===== src/rtl/mem_arbiter.sv =====
// Single-port RAM arbiter between instruction fetch and data access, with a bounded-starvation guard for fetch.
// Optional MEM_ARBITER_PERF_EN adds grant and conflict counters.
module mem_arbiter #(
  parameter int STARVE_MAX = 4
) (
  input  logic        CLK,
  input  logic        RST,
  input  logic        iREN,
  input  logic [31:0] iaddr,
  output logic [31:0] iload,
  output logic        iwait,
  input  logic        dREN,
  input  logic        dWEN,
  input  logic [31:0] daddr,
  input  logic [31:0] dstore,
  output logic [31:0] dload,
  output logic        dwait,
  output logic        ramREN,
  output logic        ramWEN,
  output logic [31:0] ramaddr,
  output logic [31:0] ramstore,
  input  logic [31:0] ramload,
  input  logic        ramready
`ifdef MEM_ARBITER_PERF_EN
  ,
  output logic [31:0] igrant_cnt,
  output logic [31:0] dgrant_cnt,
  output logic [31:0] conflict_cnt
`endif
);

  typedef enum logic [2:0] {IDLE, IACC, DACC, IDONE, DDONE} state_t;

  localparam logic [3:0] STARVE_LIM = 4'(STARVE_MAX);

  state_t      state, nextState;
  logic [3:0]  streak, nextStreak;
  logic        nextRamREN, nextRamWEN, nextIwait, nextDwait;
  logic [31:0] nextRamaddr, nextRamstore, nextIload, nextDload;
  logic        dReq, grantI, grantD;

  always_comb begin
    dReq   = dREN | dWEN;
    grantI = 1'b0;
    grantD = 1'b0;
    if (state == IDLE) begin
      if (iREN && (streak == STARVE_LIM)) grantI = 1'b1;
      else if (dReq)                      grantD = 1'b1;
      else if (iREN)                      grantI = 1'b1;
    end
  end

  // Outputs are computed one cycle ahead so every output comes straight from a flop.
  always_comb begin
    nextState    = state;
    nextStreak   = streak;
    nextRamREN   = ramREN;
    nextRamWEN   = ramWEN;
    nextRamaddr  = ramaddr;
    nextRamstore = ramstore;
    nextIload    = iload;
    nextDload    = dload;
    nextIwait    = 1'b1;
    nextDwait    = 1'b1;
    case (state)
      IDLE: begin
        if (grantI) begin
          nextState    = IACC;
          nextRamREN   = 1'b1;
          nextRamWEN   = 1'b0;
          nextRamaddr  = iaddr;
          nextRamstore = dstore;
          nextStreak   = 4'd0;
        end else if (grantD) begin
          nextState    = DACC;
          nextRamREN   = ~dWEN;
          nextRamWEN   = dWEN;
          nextRamaddr  = daddr;
          nextRamstore = dstore;
          if (!iREN)                    nextStreak = 4'd0;
          else if (streak < STARVE_LIM) nextStreak = streak + 4'd1;
        end
      end
      IACC, DACC: begin
        if (ramready) begin
          nextState    = (state == IACC) ? IDONE : DDONE;
          nextRamREN   = 1'b0;
          nextRamWEN   = 1'b0;
          nextRamaddr  = 32'd0;
          nextRamstore = 32'd0;
          if (state == IACC) begin
            nextIload = ramload;
            nextIwait = 1'b0;
          end else begin
            if (ramREN) nextDload = ramload;
            nextDwait = 1'b0;
          end
        end
      end
      IDONE, DDONE: nextState = IDLE;
      default:      nextState = IDLE;
    endcase
  end

  always_ff @(posedge CLK) begin
    if (RST) begin
      state    <= IDLE;
      streak   <= 4'd0;
      ramREN   <= 1'b0;
      ramWEN   <= 1'b0;
      ramaddr  <= 32'd0;
      ramstore <= 32'd0;
      iload    <= 32'd0;
      dload    <= 32'd0;
      iwait    <= 1'b1;
      dwait    <= 1'b1;
    end else begin
      state    <= nextState;
      streak   <= nextStreak;
      ramREN   <= nextRamREN;
      ramWEN   <= nextRamWEN;
      ramaddr  <= nextRamaddr;
      ramstore <= nextRamstore;
      iload    <= nextIload;
      dload    <= nextDload;
      iwait    <= nextIwait;
      dwait    <= nextDwait;
    end
  end

`ifdef MEM_ARBITER_PERF_EN
  always_ff @(posedge CLK) begin
    if (RST) begin
      igrant_cnt   <= 32'd0;
      dgrant_cnt   <= 32'd0;
      conflict_cnt <= 32'd0;
    end else begin
      if (grantI) igrant_cnt <= igrant_cnt + 32'd1;
      if (grantD) dgrant_cnt <= dgrant_cnt + 32'd1;
      if ((state == IDLE) && iREN && dReq) conflict_cnt <= conflict_cnt + 32'd1;
    end
  end
`endif

endmodule


===== config.mk =====
export PLATFORM = sky130hd
export DESIGN_NAME = mem_arbiter
export DESIGN_NICKNAME = d
export VERILOG_FILES = /design/src/rtl/mem_arbiter.sv
export SDC_FILE = /design/constraint.sdc
export NUM_CORES = 1
export LEC_CHECK = 0
export CAP_MARGIN = 30
export CORE_MARGIN = 2
export CORE_UTILIZATION = 25
export DETAILED_ROUTE_END_ITERATION = 8
export GPL_TIMING_DRIVEN = 0
export PLACE_DENSITY = 0.66
export SLEW_MARGIN = 20
export SYNTH_ARGS = -nofsm -noshare
export SYNTH_HDL_FRONTEND = slang
export SYNTH_SLANG_ARGS = --single-unit

===== constraint.sdc =====
create_clock -name CLK -period 2.2 [get_ports CLK]
set_input_delay 0.44 -clock CLK [delete_from_list [all_inputs] [get_ports CLK]]
set_output_delay 0.44 -clock CLK [all_outputs]
set_load 0.005 [all_outputs]

==> results.yml <==
detailed_routing:
  dr.pass1.iters: 6
  vias: 4957
  drc: 0
  wl_per_cell_um: 15.4
  avgViaCountPerCell: 4.45
  antenna_left: 0
  drt_iter0_drc: 158
  routed_wl_um: 17100
clock_network:
  clkTransAtPathRegs_ps: 60
  postCtsSetupBuffers: 0
  clk-insertion-delay-late_ps: 420
  cts-htree-levels: 4
  cts_buffers: 17
  cts_resized: 2
  cts_root_buf: "clkbuf_16"
  cts_tree: "built"
  clock-sinks: 139
  clk_path_buf_depth: 2
  hold_buffers: 0
global_route:
  antenna_found_initial: 1
  grt_pass1_vias: 4651
  grt_first_pass_wirelength_um: 25200
  grt_max_degree: 17
  track_usage: 0.159
  grt_overflow_total: 0
logic_synthesis:
  synth_top_area_share: 0.563
  synth_area_leaders: "dfxtp_1 56%, nand2_1 12%, a21oi_1 6.6%, a22o_1 6.0%, o22ai_1 4.2%"
  netlist.top_cell.by_area: "dfxtp_1"
  synth_edf_count: 0
  postSynthAreaPerCell_um2: 8.97
  async_reset_ff_frac: 0
  synth-seq-cells: 139
  synth-main-ff-cell: "dfxtp_1"
  synth_seq_area_share: 0.563
  yosys_warnings: 0
  netlist_area_mm2: 0.00494
  synthCells: 551
  synth_cell_type_count: 38
  syn_nets: 687
pwr:
  power.switching_w: 0.00162
  total_power_w: 0.00670
  swShare: 0.242
  internal_power_w: 0.00508
  power.density_mw_per_mm2: 783
  p_leak_nw: 3.07
  p_comb_frac: 0.147
  seqPwrFrac: 0.409
  irDropWorstVdd_v: 0.000495
  p_clk_frac: 0.444
critical_path:
  rr_startpoint: "streak[0]"
  crit_arrival_ps: 2400
  rr_worst_depth: 7
  critical_path_class: "in2reg"
  critPathMaxFanout: 10
  end_kind: "flop"
  r2r_slack_ps: 280
  cp.required_ps: 2550
  r2r_end: "ramaddr[10]"
  cp-start-kind: "input pin"
sta:
  relSlewSlack: 0.590
  setup_viol: 0
  hold_viol: 0
  holdWs_ps: 448
  fin_crit_ps: 2050
  timing.final.crit_share: 0.932
  final_max_slew_viol_count: 0
  worst_pin_slew_ps: 615
  rsz0062_at_grt: "no"
  finClkSkew_ps: 11.9
  fmax_ghz: 0.488
cells_and_area:
  fillers: 1905
  final_common_cell: "clkdlybuf4s50_1"
  fin_cells: 1113
  drive_gt1_frac: 0.0825
  stdcell_area_mm2: 0.00855
  diodes: 0
  syn_to_final_growth_pct: 72.9
  mostFrequentLayoutCells: "265 x clkdlybuf4s50_1, 162 x nand2_1, 139 x dfxtp_1, 65 x a21oi_1, 34 x a22o_1"
  nets: 971
placed_design:
  gp_congestion: 0.751
  placed_cell_area_mm2: 0.00793
  dpl.hpwl_um: 12500
  portBuffers: 265
  placed_cells: 1081
hold_path:
  worstHoldEndpoint: "ramaddr[5]"
  min_from: "ramaddr[5]"
  min_path_cells: 2
  hp-class: "reg2reg"
die:
  die_y_um: 145
  fp.dieW_um: 145
  dieArea_mm2: 0.0209
  initial_core_util: 0.254
  core_mm2: 0.0195
  ioPinCount: 266
  num_rows: 51
job:
  maxCapViolCount: 0
run_status:
  status: "finished clean"
[Yosys cell counts (2+ instances only)]
library cell and count:
inv_1 3, buf_6 6, and2_1 2, a21oi_1 65, ha_1 2, o22ai_1 33
clkbuf_1 13, a22o_1 34, buf_4 4, nand2b_1 4, dfxtp_1 139, nor2_1 4
buf_2 16, nand2_1 162, and3_1 2, a211oi_1 2, nor2b_1 3, o21ai_1 34
buf_1 4
[sequential cells by signal (all words and copies together), names as in the netlist]
register,count
ramREN,1
state,3
dwait,1
streak,4
ramaddr,32
ramstore,32
iload,32
iwait,1
ramWEN,1
dload,32
[worst max-delay path, cell delays in order]
cell,delay (ps)
clkdlybuf4s50_1,500
or3_4,460
a221oi_2,420
buf_6,220
buf_4,200
a22o_1,150
[worst max path at each step]
stage | end | startpoint
after global routing | ramaddr[0] | dWEN
after detailed placement | ramaddr[10] | dWEN
after global placement | ramaddr[7] | dWEN
after floorplan | ramstore[10] | iREN
final | ramstore[26] | iREN
after CTS | ramaddr[10] | streak[0]
[power groups by stage]
| stage | Clock [W] | Combinational, W | Sequential (W) |
|---|---|---|---|
| after detailed placement | 0 | 0.000989 | 0.00280 |
| after CTS | 0.00308 | 0.000996 | 0.00274 |
| after floorplan | 0 | 0.000327 | 0.00281 |
| after global placement | 0 | 0.000982 | 0.00279 |
| after global routing | 0.00317 | 0.00107 | 0.00276 |
| final | 0.00297 | 0.000982 | 0.00274 |
[logic make-up (layout without fill, tap and decap cells)]
group,count (synthesis),count (layout),share of synthesized area
buf+inv,47,344,0.0519
xor+xnor,1,1,0.00177
simple gates,186,186,0.158
compound gates,175,175,0.218
fa+ha+maj,2,2,0.00506
flops,139,139,0.563
mux,1,1,0.00228
[through the flow]
stage,worst slack (ps),setup TNS [ps],utilization
2_1_floorplan,514,0,-
3_3_place_gp,-490,-31250,0.407
3_5_place_dp,-512,-34250,0.407
4_1_cts,89.4,0,0.439
5_1_grt,39.9,0,0.439
6_report,150,0,0.439
[area by class of cell]
type / instances / area, µm² / share of cell area
Buffer: 43 / 245 / 0.0287
Multi-Input combinational cell: 365 / 1910 / 0.223
Inverter: 4 / 15.0 / 0.00176
Clock inverter: 15 / 189 / 0.0221
Tap cell: 265 / 332 / 0.0388
Clock buffer: 17 / 425 / 0.0498
Sequential cell: 139 / 2780 / 0.325
Timing Repair Buffer: 265 / 2650 / 0.310
[metal layers]
| layer | GRT usage | routed length [µm] |
|---|---|---|
| met1 | 0.183 | 7200 |
| met3 | 0.0745 | 1910 |
| met4 | 0.0496 | 216 |
| met2 | 0.261 | 7770 |
| met5 | 0 | 13 |
Note: power is estimated with default switching activity, not from simulation.
